## config.mk

```make
export PLATFORM = sky130hd
export DESIGN_NAME = lif_neuron_core
export DESIGN_NICKNAME = d
export VERILOG_FILES = /design/src/rtl/nm_pkg.sv /design/src/rtl/refractory_timer.sv /design/src/rtl/lif_neuron_core.sv
export SDC_FILE = /design/constraint.sdc
export NUM_CORES = 1
export LEC_CHECK = 0
export CORE_ASPECT_RATIO = 1.25
export CORE_UTILIZATION = 35
export CTS_CLUSTER_DIAMETER = 100
export DETAILED_ROUTE_END_ITERATION = 10
export DONT_BUFFER_PORTS = 1
export GPL_TIMING_DRIVEN = 1
export MAX_ROUTING_LAYER = met4
export PLACE_DENSITY = 0.58
export SYNTH_ARGS = -nofsm -noshare
export SYNTH_HDL_FRONTEND = slang
export SYNTH_SLANG_ARGS = --single-unit
```

## constraint.sdc

```tcl
create_clock -name clk -period 3.7 [get_ports clk]
set_input_delay 0.74 -clock clk [delete_from_list [all_inputs] [get_ports clk]]
set_output_delay 0.74 -clock clk [all_outputs]
set_load 0.01 [all_outputs]
```

## src/rtl/nm_pkg.sv

```systemverilog
// Shared neuromorphic definitions: FSM state encodings and the synaptic
// weight width used by the neuron, synapse and router stages.
package nm_pkg;

  localparam int W_W = 8;

  typedef enum logic [1:0] {
    ST_IDLE      = 2'd0,
    ST_INTEGRATE = 2'd1,
    ST_REFRACT   = 2'd2
  } nm_state_e;

  // Smallest counter width that can hold a load value of 'len' (at least 1 bit).
  function automatic int timer_width(input int len);
    return (len < 2) ? 1 : $clog2(len + 1);
  endfunction

endpackage

```

## src/rtl/refractory_timer.sv

```systemverilog
// Loadable down-counter with terminal-count detect. 'done' flags the enabled
// cycle on which the count steps from 1 to 0; 'busy' is high while non-zero.
module refractory_timer #(
  parameter int T_W = 3
) (
  input  logic           clk,
  input  logic           rst_n,
  input  logic           load,
  input  logic [T_W-1:0] load_val,
  input  logic           en,
  output logic           done,
  output logic           busy
);

  logic [T_W-1:0] cnt;

  // Load takes priority; otherwise count down while enabled and not yet empty.
  always_ff @(posedge clk or negedge rst_n) begin
    if (!rst_n) begin
      cnt <= '0;
    end else if (load) begin
      cnt <= load_val;
    end else if (en && (cnt != '0)) begin
      cnt <= cnt - T_W'(1);
    end
  end

  assign done = en && (cnt == T_W'(1));
  assign busy = (cnt != '0);

endmodule

```

## src/rtl/lif_neuron_core.sv

```systemverilog
// Leaky integrate-and-fire neuron. Integrates tonic bias plus weighted
// synaptic events into a clamped membrane potential, emits a one-cycle spike
// on reaching threshold, then blocks input for a refractory period.
//
//  state        | meaning
//  -------------+-------------------------------------------------------
//  ST_IDLE      | after reset, waiting for the first enabled cycle
//  ST_INTEGRATE | leak + bias + event accumulated every enabled cycle
//  ST_REFRACT   | post-spike hold, inputs refused until the timer expires
module lif_neuron_core
  import nm_pkg::*;
#(
  parameter int V_W        = 8,
  parameter int THRESHOLD  = 100,
  parameter int LEAK_SHIFT = 3,
  parameter int BIAS       = 16,
  parameter int RESET_POT  = 0,
  parameter int REFRACT    = 4,
  parameter int CNT_W      = 16
) (
  input  logic             clk,
  input  logic             rst_n,
  input  logic             en,
  input  logic             in_valid,
  input  logic [W_W-1:0]   in_weight,
  output logic             in_ready,
  output logic             spike,
  output logic [V_W-1:0]   membrane,
  output logic             refractory,
  output logic [CNT_W-1:0] spike_count
);

  // Two guard bits: one for the sign of a negative sum, one for overflow.
  localparam int S_W = V_W + 2;
  localparam int T_W = timer_width(REFRACT);

  nm_state_e        state, state_nxt;
  logic [V_W-1:0]   membrane_nxt;
  logic             spike_nxt;
  logic [CNT_W-1:0] count_nxt;

  logic signed [S_W-1:0] v_ext, leak_ext, bias_ext, w_ext, t_sum;
  logic [V_W-1:0]        v_clamp;
  logic                  fire;

  logic tmr_load, tmr_en, tmr_done, tmr_busy;

  // Candidate potential for this cycle, saturated into the unsigned range.
  always_comb begin
    v_ext    = {2'b00, membrane};
    leak_ext = '0;
    if (LEAK_SHIFT != 0) leak_ext = {2'b00, membrane >> LEAK_SHIFT};
    bias_ext = S_W'(BIAS);
    w_ext    = '0;
    if (in_valid) w_ext = {{(S_W - W_W){in_weight[W_W-1]}}, in_weight};
    t_sum = v_ext - leak_ext + bias_ext + w_ext;
    if (t_sum[S_W-1]) begin
      v_clamp = '0;
    end else if (t_sum[V_W]) begin
      v_clamp = '1;
    end else begin
      v_clamp = t_sum[V_W-1:0];
    end
  end

  assign fire = (v_clamp >= V_W'(THRESHOLD));

  // Next-state and datapath decisions; en low freezes everything but spike.
  always_comb begin
    state_nxt    = state;
    membrane_nxt = membrane;
    spike_nxt    = 1'b0;
    count_nxt    = spike_count;
    tmr_load     = 1'b0;
    if (en) begin
      case (state)
        ST_IDLE: begin
          state_nxt = ST_INTEGRATE;
        end
        ST_INTEGRATE: begin
          if (fire) begin
            spike_nxt    = 1'b1;
            membrane_nxt = V_W'(RESET_POT);
            count_nxt    = spike_count + CNT_W'(1);
            if (REFRACT != 0) begin
              state_nxt = ST_REFRACT;
              tmr_load  = 1'b1;
            end
          end else begin
            membrane_nxt = v_clamp;
          end
        end
        ST_REFRACT: begin
          // An empty timer here can only mean a corrupted count; leave rather than hang.
          if (tmr_done || !tmr_busy) state_nxt = ST_INTEGRATE;
        end
        default: begin
          state_nxt = ST_IDLE;
        end
      endcase
    end
  end

  // State and output registers.
  always_ff @(posedge clk or negedge rst_n) begin
    if (!rst_n) begin
      state       <= ST_IDLE;
      membrane    <= '0;
      spike       <= 1'b0;
      spike_count <= '0;
    end else begin
      state       <= state_nxt;
      membrane    <= membrane_nxt;
      spike       <= spike_nxt;
      spike_count <= count_nxt;
    end
  end

  assign tmr_en = en && (state == ST_REFRACT);

  refractory_timer #(
    .T_W (T_W)
  ) u_refractory_timer (
    .clk      (clk),
    .rst_n    (rst_n),
    .load     (tmr_load),
    .load_val (T_W'(REFRACT)),
    .en       (tmr_en),
    .done     (tmr_done),
    .busy     (tmr_busy)
  );

  assign in_ready   = en && (state == ST_INTEGRATE);
  assign refractory = (state == ST_REFRACT);

endmodule

```

Word level (Yosys, flattened, before mapping)
Cells that the tools add are included.
- register bits after elaboration: 30
- latch bits: 0
- bits in writable memories: 0
- memory bits (read-only): 0
- output and inout port bits: 27
- logic and storage cells: 40
- memories kept: 0
- $add $sub $neg: 5
- multiply operators: 0
- div/mod/pow operators: 0
- $lt $le $gt $ge: 1
- eq/ne operators: 5
- shift-type cells: 0
- multiplexer cells: 12
- bitwise operators: 0
- reduce and logical (&&, ||, !) cells: 12
- operators by type and width (cell ; count):
    $mux W8 ; 3
    $add A16 B1 Y16 const B ; 1
    $add A10 B10 Y10 ; 1
    $add A9 B6 Y10 const B ; 1
    $mux W10 ; 1
    $sub A8 B5 Y9 ; 1
    $ge A8 B7 Y1 const B ; 1
    $mux W3 ; 2
    $pmux W2 S3 ; 1
    $reduce_and A3 Y1 ; 2
    $logic_and A1 B1 Y1 ; 4
    $mux W2 ; 2
    $eq A3 B1 Y1 const B ; 1
    $mux W1 ; 3
    $reduce_bool A3 Y1 ; 1
    $sub A3 B1 Y3 const B ; 1
    $eq A2 B1 Y1 const B ; 1
    $eq A2 B2 Y1 const B ; 1
    $logic_not A2 Y1 ; 1
    $ne A2 B1 Y1 const B ; 1
    $ne A2 B2 Y1 const B ; 1
    $reduce_and A2 Y1 ; 1
    $reduce_bool A2 Y1 ; 1
    $logic_not A1 Y1 ; 1
    $logic_or A1 B1 Y1 ; 1

Longest topological paths before layout
Gate-level depths: netlist (run 1).
- word-level depth: 10
- gate-level depth with buffers: 19
- gate-level depth less buffers: 17

By module
From an unflattened synthesis (run 1), not the netlist that was laid out.
- cells, all modules: 246
- area total of the unflattened synthesis: 2392.3 um^2
- by module, submodules not included (module ; instances ; cells an instance ; area each (um^2) ; sequential area each (um^2)):
    lif_neuron_core ; 1 ; 222 ; 2169.6 ; 675.6
    refractory_timer ; 1 ; 24 ; 222.7 ; 75.1

Worst setup path before layout (run 1)
OpenSTA, ideal clock, no wires.
- kind: reg-to-reg
- start point: register membrane[0]
- end point: register spike_count[1]
- library setup time: 0.128 ns
- arrival time: 3.841 ns
- slack: -0.269 ns
- cell stages (with the launch flop): 19
- path buffers: 1
- clock period less this slack: 3.969 ns
- path through: dfrtp_1 -> inv_1 -> ha_1 -> fa_1 -> nor2b_1 -> o21ai_0 -> nand2b_1 -> a21o_1 -> nor2_1 -> xnor2_1 -> ha_1 -> ha_1 -> nand2_1 -> or3_1 -> and4b_1 -> buf_6 -> nor3_4 -> a21oi_4 -> mux2_1
- word-level cells in the longest chain between the ends: 7
- RTL lines (what ; line ; RTL):
    start: declaration ; lif_neuron_core.sv:28 ; output logic [V_W-1:0] membrane,
    start signal: assignment ; lif_neuron_core.sv:113 ; membrane <= membrane_nxt;
    $sub A8 B5 Y9 * ; lif_neuron_core.sv:56 ; t_sum = v_ext - leak_ext + bias_ext + w_ext;
    $add A9 B6 Y10 * ; lif_neuron_core.sv:56 ;
    $add A10 B10 Y10 * ; lif_neuron_core.sv:56 ;
    $mux W8 ; lif_neuron_core.sv:59 ; end else if (t_sum[V_W]) begin
    $mux W8 * ; lif_neuron_core.sv:57 ; if (t_sum[S_W-1]) begin
    $ge A8 B7 Y1 * ; lif_neuron_core.sv:66 ; assign fire = (v_clamp >= V_W'(THRESHOLD));
    $reduce_and A3 Y1 (no source line) * ; -- ;
    end signal: assignment ; lif_neuron_core.sv:115 ; spike_count <= count_nxt;
    end: declaration ; lif_neuron_core.sv:30 ; output logic [CNT_W-1:0] spike_count
Mark *: on every way between the ends. The rest lies on a longest branch, timed or not.
A chain may end at the register's enable or synchronous reset.

Worst setup path in the final report (run 1)
- start point: register membrane[3]
- end point: register spike_count[15]
Same word-level chain as after synthesis.

==> flow_metrics.env, run 1 <==
export IMPL_synthesis_area_sq_um=2340
export IMPL_worst_pin_slew_ns=0.563
export IMPL_nNetsFinal=336
export IMPL_routabilityCongestion=0.812
export IMPL_violations="negative setup slack"
export IMPL_skew_ns=0.0129
export IMPL_synth_nets=278
export IMPL_cap_violations=0
export IMPL_die_area_sq_um=7030
export IMPL_rsz0062_at_grt="yes"
export IMPL_worstSetupEndpointType="flip-flop"
export IMPL_finalSetupViolCount=28
export IMPL_report_final_slew_viol_count=0
export IMPL_fillCellCount=616
export IMPL_die_w_microns=75.2
export IMPL_crit_reg2reg_launch="membrane[3]$_DFFE_PN0P_"
export IMPL_ys_warn_count=0
export IMPL_syn_area_per_cell_sq_um=9.85
export IMPL_synth_area_top_cells="dfrtp_1, ha_1, xor2_1, inv_1, xnor2_1"
export IMPL_grt_pass1_wl_microns=9580
export IMPL_async_reset_ff_share_pct=100
export IMPL_grt_max_degree=31
export IMPL_final_area_sq_um=3320
export IMPL_fin_crit_sh_pct=104
export IMPL_drive_gt1_share_pct=41.1
export IMPL_yosys_area_top_type="dfrtp_1"
export IMPL_synthFlopType="dfrtp_1"
export IMPL_pin_count=39
export IMPL_start_util_pct=35.9
export IMPL_period_needed_ns=3.84
export IMPL_setup_ws_ns=-0.140
export IMPL_cts_buffer_depth=2
export IMPL_port_buffers=0
export IMPL_worstSkewPairLatency_ns=0.28
export IMPL_dr_pass1_iters=4
export IMPL_synth_seq_cells=30
export IMPL_synth_top_cell_area_share_pct=32.0
export IMPL_root_buffer="clkbuf_8"
export IMPL_first_global_vias=2073
export IMPL_postCtsHoldBufs=0
export IMPL_wl_microns=5950
export IMPL_cts_tree="built"
export IMPL_num_vias=1988
export IMPL_clk_pin_slew_ns=0.07
export IMPL_synth_cells=238
export IMPL_final_util_pct=50.8
export IMPL_synth_edf_count=0
export IMPL_relSlewSlack_pct=62.3
export IMPL_chipHeight_microns=93.5
export IMPL_path_max_fanout=4
export IMPL_path_class="flip-flop to flip-flop"
export IMPL_status="complete, but fails checks"
export IMPL_numCtsBuffers=5
export IMPL_antenna_found_initial=0
export IMPL_area_growth_pct=41.5
export IMPL_overflow=0
export IMPL_min_path_type="input port to async pin"
export IMPL_dp_slack_ns=-0.223
export IMPL_wl_per_cell_microns=15.5
export IMPL_cts_sinks=30
export IMPL_max_freq_ghz=0.260
export IMPL_htree_levels=2
export IMPL_fp_coreArea_sq_um=6520
export IMPL_insertedDiodeCount=0
export IMPL_track_usage_pct=18.7
export IMPL_final_antenna_net_count=0
export IMPL_seq_area_frac_synth_pct=32.0
export IMPL_cp_start_kind="flip-flop"
export IMPL_cp_data_required_time_ns=3.90
export IMPL_r2r_end="spike_count[15]$_DFFE_PN0P_"
export IMPL_viasPerCell=5.18
export IMPL_hpwl_microns=4290
export IMPL_reg2regPathDepth=17
export IMPL_crit_arrival_ns=4.04
export IMPL_placed_area_sq_um=2830
export IMPL_r2r_slack_ns=-0.14
export IMPL_startpoint="membrane[3]$_DFFE_PN0P_"
export IMPL_drtIter0Drc=53
export IMPL_placementRows=33
export IMPL_drc=0
export IMPL_synth_distinct_cells=48
export IMPL_finalHoldViolCount=0
## layer usage
layer  global-route usage [%]  share of wire (%)
met3                     3.99                3.6
met5                        -                  0
met4                     6.33               0.99
met1                     21.1                 43
met2                     32.4                 53
## sequential cells by signal, summed over array words and instances (netlist names)
register	count
spike_count	16
membrane	8
u_refractory_timer.cnt	3
spike	1
state	2
## worst max-delay path: stages (launching register included)
cell and delay, ns:
dfrtp_1 0.42, ha_2 0.21, fa_2 0.34, nor2b_1 0.12, o21ai_1 0.07, nand2b_1 0.09, buf_4 0.11, xnor2_1 0.05
ha_1 0.28, inv_1 0.07, ha_4 0.27, o21ai_2 0.07, or4b_4 0.55, o311ai_4 0.12, a311oi_4 0.21, buf_4 0.22
a2111oi_4 0.36, xor2_1 0.20
## cell type report
class | instances | area (sq um) | share of cell area [%]
tap | 87 | 109 | 3.28
multi-input combinational | 182 | 1800 | 54.4
clock buffer | 8 | 110 | 3.32
timing repair buffer | 55 | 459 | 13.8
inverter | 22 | 82.6 | 2.49
sequential | 30 | 752 | 22.7
## synthesized netlist by cell type, types with 2 or more instances
cell type / n
dfrtp_1: 30
ha_1: 26
inv_1: 21
nand2_1: 15
xor2_1: 14
nor2_1: 13
nand3_1: 9
xnor2_1: 9
a21oi_1: 8
and2_1: 8
o21ai_0: 7
a211oi_1: 6
nor4_1: 6
a2111oi_2: 5
nor2b_1: 5
o22ai_1: 5
a2111oi_1: 4
a21o_1: 4
and3_1: 4
o21ai_1: 4
buf_6: 3
nand2b_1: 3
fa_1: 2
nand4_1: 2
or3_1: 2
## metrics by stage
step / std cells / setup TNS [ns] / hold WS, ns
global placement: 364 / -2.57 / 0.445
CTS: 383 / -2.27 / 0.132
detailed placement: 364 / -3.06 / 0.445
finish: 384 / -2.44 / 0.143
global route: 384 / -7.61 / 0.124
floorplan: 238 / -0.826 / 0.444
## timing repair
| action | CTS | global route |
|---|---|---|
| gates resized for setup | 34 | 16 |
| setup endpoints to repair | 29 | 29 |
| pin swaps | 15 | 9 |
| cloned | 1 | 0 |
| setup buffers | 10 | 2 |
## worst max-delay path by stage
| stage | endpoint | slack [ns] | cells after the start |
|---|---|---|---|
| after global placement | spike_count[10]$_DFFE_PN0P_ | -0.19 | 16 |
| after floorplan | spike_count[1]$_DFFE_PN0P_ | -0.09 | 18 |
| after global routing | spike_count[6]$_DFFE_PN0P_ | -0.31 | 18 |
| final | spike_count[15]$_DFFE_PN0P_ | -0.14 | 17 |
| after CTS | spike_count[6]$_DFFE_PN0P_ | -0.12 | 18 |
| after detailed placement | spike_count[1]$_DFFE_PN0P_ | -0.22 | 17 |
## cell families after synthesis
kind of cell	after synthesis	synth area share [%]
mux	2	0.960
fa+ha+maj	28	15.6
flops	30	32.0
simple gates	76	18.5
xor+xnor	23	8.59
compound gates	53	19.2
buf+inv	26	5.18
## placed cells by master, fill, tap and decap left out, drive strengths merged, types with 2 or more instances in the layout
cell type,Yosys,final
buf,4,55
dfrtp,30,30
ha,26,26
inv,21,21
nand2,15,15
xor2,14,14
nor2,13,13
o21ai,11,11
a21oi,10,10
xnor2,9,9
nand3,9,9
a2111oi,9,9
and2,8,8
clkbuf,0,8
a211oi,7,7
nor4,6,6
o22ai,5,5
nor2b,5,5
a21o,4,4
and3,4,4
nand2b,3,3
or3,2,2
nand4,2,2
mux2,2,2
a311oi,2,2
or2,2,2
fa,2,2
Power of run 1 is left out: the tool's default activity adds up to more than one toggle a clock period on the data nets, which glitch-free logic cannot reach.
==> run 2, diff against run 1 <==
CELL_PAD_IN_SITES_DETAIL_PLACEMENT = 0   (was not set)
CELL_PAD_IN_SITES_GLOBAL_PLACEMENT = 2   (was not set)
PLACE_DENSITY = 0.81   (was 0.58)
==> flow_metrics.env, run 2 (synthesis gave the netlist of run 1 again) <==
export IMPL_worstSetupEndpointType="flip-flop"
export IMPL_start_util_pct=35.9
export IMPL_cts_tree="built"
export IMPL_drive_gt1_share_pct=38.8
export IMPL_grt_pass1_wl_microns=9170
export IMPL_root_buffer="clkbuf_8"
export IMPL_setup_ws_ns=-0.155
export IMPL_dr_pass1_iters=4
export IMPL_violations="negative setup slack"
export IMPL_final_area_sq_um=3360
export IMPL_first_global_vias=1981
export IMPL_critPathMaxStageDelay_ns=0.50
export IMPL_chipHeight_microns=93.5
export IMPL_path_cells="inv_2, ha_4, fa_2, nor2b_1, o21ai_1, nand2b_1, a21o_1, nor2_2, xnor2_1, ha_1, ha_4, or4b_4, o311ai_4, a311oi_4, buf_12, buf_12, a2111oi_4, xnor2_1"
export IMPL_mostFrequentLayoutCells="buf_4, dfrtp_1, ha_1"
export IMPL_path_class="flip-flop to flip-flop"
export IMPL_relSlewSlack_pct=62.6
export IMPL_port_buffers=0
export IMPL_rsz0062_at_grt="yes"
export IMPL_placed_area_sq_um=2860
export IMPL_final_antenna_net_count=0
export IMPL_report_final_slew_viol_count=0
export IMPL_area_growth_pct=43.3
export IMPL_multi_input_area_sq_um=1820
export IMPL_mostFrequentLayoutCell="buf_4"
export IMPL_cpMaxStageDelayCell="or4b_4"
export IMPL_worst_pin_slew_ns=0.560
export IMPL_fillCellCount=608
export IMPL_clk_pin_slew_ns=0.07
export IMPL_hold_slack_ns=0.142
export IMPL_wl_microns=5800
export IMPL_final_util_pct=51.5
export IMPL_hpwl_microns=4210
export IMPL_wl_per_cell_microns=15.2
export IMPL_die_w_microns=75.2
export IMPL_grt_max_degree=31
export IMPL_seqCellArea_sq_um=752
export IMPL_cap_violations=0
export IMPL_drtIter0Drc=41
export IMPL_largestRegisters="spike_count x16, membrane x8, u_refractory_timer.cnt x3"
export IMPL_finalHoldViolCount=0
export IMPL_die_area_sq_um=7030
export IMPL_track_usage_pct=17.9
export IMPL_placementRows=33
export IMPL_drc=0
export IMPL_num_vias=1966
export IMPL_cp_start_kind="flip-flop"
export IMPL_min_path_type="input port to async pin"
export IMPL_insertedDiodeCount=0
export IMPL_overflow=0
export IMPL_path_max_fanout=7
export IMPL_finalSetupViolCount=21
export IMPL_worstSkewPairLatency_ns=0.28
export IMPL_fin_crit_sh_pct=104
export IMPL_period_needed_ns=3.86
export IMPL_cts_buffer_depth=2
export IMPL_cp_data_required_time_ns=3.90
export IMPL_viasPerCell=5.16
export IMPL_skew_ns=0.00880
export IMPL_routabilityCongestion=0.768
export IMPL_fp_coreArea_sq_um=6520
export IMPL_status="complete, but fails checks"
export IMPL_max_freq_ghz=0.259
export IMPL_crit_arrival_ns=4.06
export IMPL_htree_levels=2
export IMPL_numCtsBuffers=5
export IMPL_cts_sinks=30
export IMPL_finalSetupTns_ns=-1.72
export IMPL_largest_register="spike_count"
export IMPL_pin_count=39
export IMPL_largest_register_ffs=16
export IMPL_nNetsFinal=333
export IMPL_antenna_found_initial=0
[run 2: path summary, 6_finish.rpt]
| kind | start | to | slack (ns) | cells past startpoint |
|---|---|---|---|---|
| hold / removal | rst_n | membrane[4]$_DFFE_PN0P_ | 0.14 | 0 |
| max in group asynchronous | rst_n | state[0]$_DFFE_PN0P_ | 3.47 | 0 |
| setup / recovery | membrane[0]$_DFFE_PN0P_ | spike_count[14]$_DFFE_PN0P_ | -0.16 | 18 |
| hold reg to reg | u_refractory_timer.cnt[1]$_DFFE_PN0P_ | u_refractory_timer.cnt[1]$_DFFE_PN0P_ | 0.52 | 2 |
| setup reg to reg | membrane[0]$_DFFE_PN0P_ | spike_count[14]$_DFFE_PN0P_ | -0.16 | 18 |
| min in group clk | u_refractory_timer.cnt[1]$_DFFE_PN0P_ | u_refractory_timer.cnt[1]$_DFFE_PN0P_ | 0.52 | 2 |
[run 2: area by class of cell]
| type | count | share of cell area [%] |
|---|---|---|
| multi-input combinational | 182 | 54.3 |
| sequential | 30 | 22.4 |
| inverter | 22 | 2.46 |
| clock buffer | 7 | 2.57 |
| timing repair buffer | 52 | 14.9 |
| clock inverter | 1 | 0.149 |
| tap | 87 | 3.24 |
[run 2: metrics by stage]
step | cells | worst slack [ns]
3_5_place_dp | 363 | -0.216
5_1_grt | 381 | -0.321
4_1_cts | 374 | -0.152
3_3_place_gp | 363 | -0.186
2_1_floorplan | 238 | -0.0893
6_report | 381 | -0.155
[run 2: layer usage]
layer	up-vias	global-route usage, %	share of wire (%)
met5	-	-	0
met4	0	4.17	0.88
met3	5	3.66	3.2
met2	27	30.4	51
met1	968	21.5	45
li1	966	-	-
[run 2: critical path, delay by kind of cell (launching register included)]
| kind | cells | cell delay (ns) |
|---|---|---|
| AOI/OAI and AO/OA | 5 | 0.88 |
| buffers and inverters | 3 | 0.38 |
| and+or+nand+nor | 4 | 0.76 |
| adders and majority gates | 4 | 1.09 |
| DFF | 1 | 0.37 |
| xor gates and xnor gates | 2 | 0.28 |
[run 2: repair_timing]
action / 4_1_cts / 5_1_grt
hold buffers: 0 / 0
gates cloned: 1 / 1
pin swaps: 0 / 15
hold endpoints to repair: 0 / 0
setup endpoints to repair: 29 / 29
gates resized for setup: 13 / 35
setup buffers: 2 / 6
Power of run 2 is left out for the same reason.
==> run 3, diff against run 2 <==
ABC_AREA = 1   (was not set)
CORE_UTILIZATION = 34   (was 35)
MAX_ROUTING_LAYER = not set   (was met4)
PLACE_DENSITY = 0.84   (was 0.81)
RECOVER_POWER = 100   (was not set)
==> flow_metrics.env, run 3 <==
export IMPL_synthSimpleGateAreaFrac_pct=33.8
export IMPL_seq_area_frac_synth_pct=28.6
export IMPL_status="complete, no violations"
export IMPL_hpwl_microns=4600
export IMPL_synthesis_area_sq_um=2630
export IMPL_report_final_slew_viol_count=0
export IMPL_antenna_found_initial=0
export IMPL_drc=0
export IMPL_largest_register_ffs=16
export IMPL_wl_microns=6560
export IMPL_finalSetupTns_ns=0
export IMPL_pin_count=39
export IMPL_synthMuxAreaShare_pct=0
export IMPL_crit_arrival_ns=3.74
export IMPL_final_antenna_net_count=0
export IMPL_worstSkewPairLatency_ns=0.28
export IMPL_grt_pass1_wl_microns=10300
export IMPL_port_buffers=0
export IMPL_overflow=0
export IMPL_finalHoldViolCount=0
export IMPL_postCtsHoldBufs=0
export IMPL_synth_area_top_cells="dfrtp_1, ha_1, nand2_1, inv_1, nand3_1"
export IMPL_synth_distinct_cells=33
export IMPL_async_reset_ff_share_pct=100
export IMPL_relSlewSlack_pct=23.7
export IMPL_root_buffer="clkbuf_8"
export IMPL_drtIter0Drc=97
export IMPL_wl_per_cell_microns=14.2
export IMPL_numCtsBuffers=5
export IMPL_cp_start_kind="flip-flop"
export IMPL_placementRows=35
export IMPL_synth_adder_area_share_pct=13.9
export IMPL_clk_pin_slew_ns=0.07
export IMPL_synth_top_family_by_area="simple AND/OR/NAND/NOR gates"
export IMPL_synthFlopType="dfrtp_1"
export IMPL_finalSetupViolCount=0
export IMPL_num_vias=2240
export IMPL_synth_most_common_cell="nand2_1"
export IMPL_start_util_pct=35.3
export IMPL_htree_levels=2
export IMPL_syn_area_per_cell_sq_um=7.86
export IMPL_track_usage_pct=16.4
export IMPL_synth_compound_area_share_pct=5.86
export IMPL_worstSetupEndpointType="flip-flop"
export IMPL_placed_area_sq_um=2830
export IMPL_fin_crit_sh_pct=96.3
export IMPL_nNetsFinal=410
export IMPL_synth_cells=334
export IMPL_synth_seq_cells=30
export IMPL_die_w_microns=80.6
export IMPL_mostFrequentLayoutCells="nand2_1, inv_1, nand3_1, dfrtp_1"
export IMPL_die_area_sq_um=8080
export IMPL_skew_ns=0.00650
export IMPL_rsz0062_at_grt="yes"
export IMPL_cap_violations=0
export IMPL_synth_edf_count=0
export IMPL_routabilityCongestion=0.788
export IMPL_ys_warn_count=0
export IMPL_synth_nets=374
export IMPL_chipHeight_microns=100
export IMPL_dp_slack_ns=-0.104
export IMPL_fp_coreArea_sq_um=7440
export IMPL_final_area_sq_um=3340
export IMPL_largest_register="spike_count"
export IMPL_cts_sinks=30
export IMPL_mostFrequentLayoutCell="nand2_1"
export IMPL_synthTopCellsByCount="nand2_1, inv_1, nand3_1, dfrtp_1, ha_1"
export IMPL_first_global_vias=2208
export IMPL_period_needed_ns=3.56
export IMPL_cts_tree="built"
export IMPL_max_freq_ghz=0.281
export IMPL_dr_pass1_iters=4
export IMPL_path_class="flip-flop to flip-flop"
export IMPL_synth_top_cell_area_share_pct=28.6
export IMPL_cp_data_required_time_ns=3.87
export IMPL_insertedDiodeCount=0
export IMPL_min_path_type="input port to async pin"
export IMPL_cts_buffer_depth=2
export IMPL_area_growth_pct=27.1
export IMPL_viasPerCell=4.84
export IMPL_grt_max_degree=31
export IMPL_setup_ws_ns=0.135
export IMPL_drive_gt1_share_pct=31.8
export IMPL_largestRegisters="spike_count x16, membrane x8, u_refractory_timer.cnt x3"
export IMPL_path_max_fanout=5
export IMPL_worst_pin_slew_ns=1.14
export IMPL_synth_xor_area_share_pct=8.34
export IMPL_yosys_area_top_type="dfrtp_1"
-- run 3: changes by cell type in the layout (fill, tap and decap cells not counted), sizes merged, moves of 5 or more --
cell / previous run / this run
nor4: 6 / 0
buf: 51 / 29
a211oi: 7 / 0
nor2: 13 / 20
nand2: 15 / 106
nor2b: 5 / 0
and2: 8 / 0
a2111oi: 9 / 0
inv: 21 / 52
nand3: 9 / 36
xnor2: 9 / 15
-- run 3: kinds of logic (layout without fill, tap and decap cells) --
| group | count (synthesis) | count (layout) |
|---|---|---|
| AND/OR/NAND/NOR | 171 | 176 |
| buffers and inverters | 58 | 90 |
| flip-flops | 30 | 30 |
| adder cells (fa/ha/maj) | 28 | 28 |
| XOR/XNOR | 25 | 25 |
| AO/OA/AOI/OAI | 22 | 22 |
-- run 3: path summary, 6_finish.rpt --
| path | cells past startpoint | endpoint | slack [ns] | start |
|---|---|---|---|---|
| setup / recovery | 22 | spike_count[14]$_DFFE_PN0P_ | 0.14 | membrane[3]$_DFFE_PN0P_ |
| hold / removal | 0 | spike_count[6]$_DFFE_PN0P_ | 0.14 | rst_n |
| setup reg to reg | 22 | spike_count[14]$_DFFE_PN0P_ | 0.14 | membrane[3]$_DFFE_PN0P_ |
| hold reg to reg | 2 | u_refractory_timer.cnt[2]$_DFFE_PN0P_ | 0.50 | u_refractory_timer.cnt[2]$_DFFE_PN0P_ |
| max in group asynchronous | 0 | membrane[3]$_DFFE_PN0P_ | 3.47 | rst_n |
| min in group clk | 2 | u_refractory_timer.cnt[2]$_DFFE_PN0P_ | 0.50 | u_refractory_timer.cnt[2]$_DFFE_PN0P_ |
-- run 3: critical path, cell delays in order (launching register included) --
cell	delay [ns]
dfrtp_2	0.45
ha_4	0.18
fa_2	0.35
inv_1	0.07
a31oi_2	0.08
nor2_1	0.15
nor3_2	0.08
xor2_1	0.17
ha_1	0.34
ha_4	0.25
nand2_2	0.08
inv_2	0.05
a21oi_4	0.16
nand2_2	0.08
nand2_4	0.14
nand3b_1	0.11
nand2_2	0.08
nand3_2	0.09
nand2_4	0.16
nand2_8	0.10
clkbuf_16	0.16
nand3_1	0.06
nand2_1	0.06
-- run 3: cell type report --
cell class,count,area (sq um)
clock buffers,6,82.6
clock inverters,2,12.5
fillers,756,4110
inverters,52,198
multi-input cells,251,1900
flip-flops and latches,30,753
well taps,92,115
repair buffers,30,272
-- run 3: metal layers --
| metal | track usage [%] | vias to the layer above | share of wire [%] |
|---|---|---|---|
| met5 | 0 | - | 0 |
| met4 | 3.98 | 0 | 0.63 |
| met3 | 3.45 | 4 | 4.9 |
| met2 | 28.8 | 48 | 52 |
| met1 | 20.3 | 1047 | 42 |
| li1 | - | 1141 | - |
-- run 3: through the flow --
stage	hold slack, ns	util (%)	std cells
finish	0.143	44.8	463
detailed placement	0.445	38.0	437
global placement	0.445	38.0	437
global route	0.127	44.8	463
CTS	0.133	39.8	446
floorplan	0.444	-	334
-- run 3: timing repair --
action	in CTS	in global routing
endpoints found under the setup margin	21	29
cloned	1	5
pin swaps	1	19
buffers inserted	0	12
gates resized for setup	5	38
Power of run 3 is left out for the same reason.
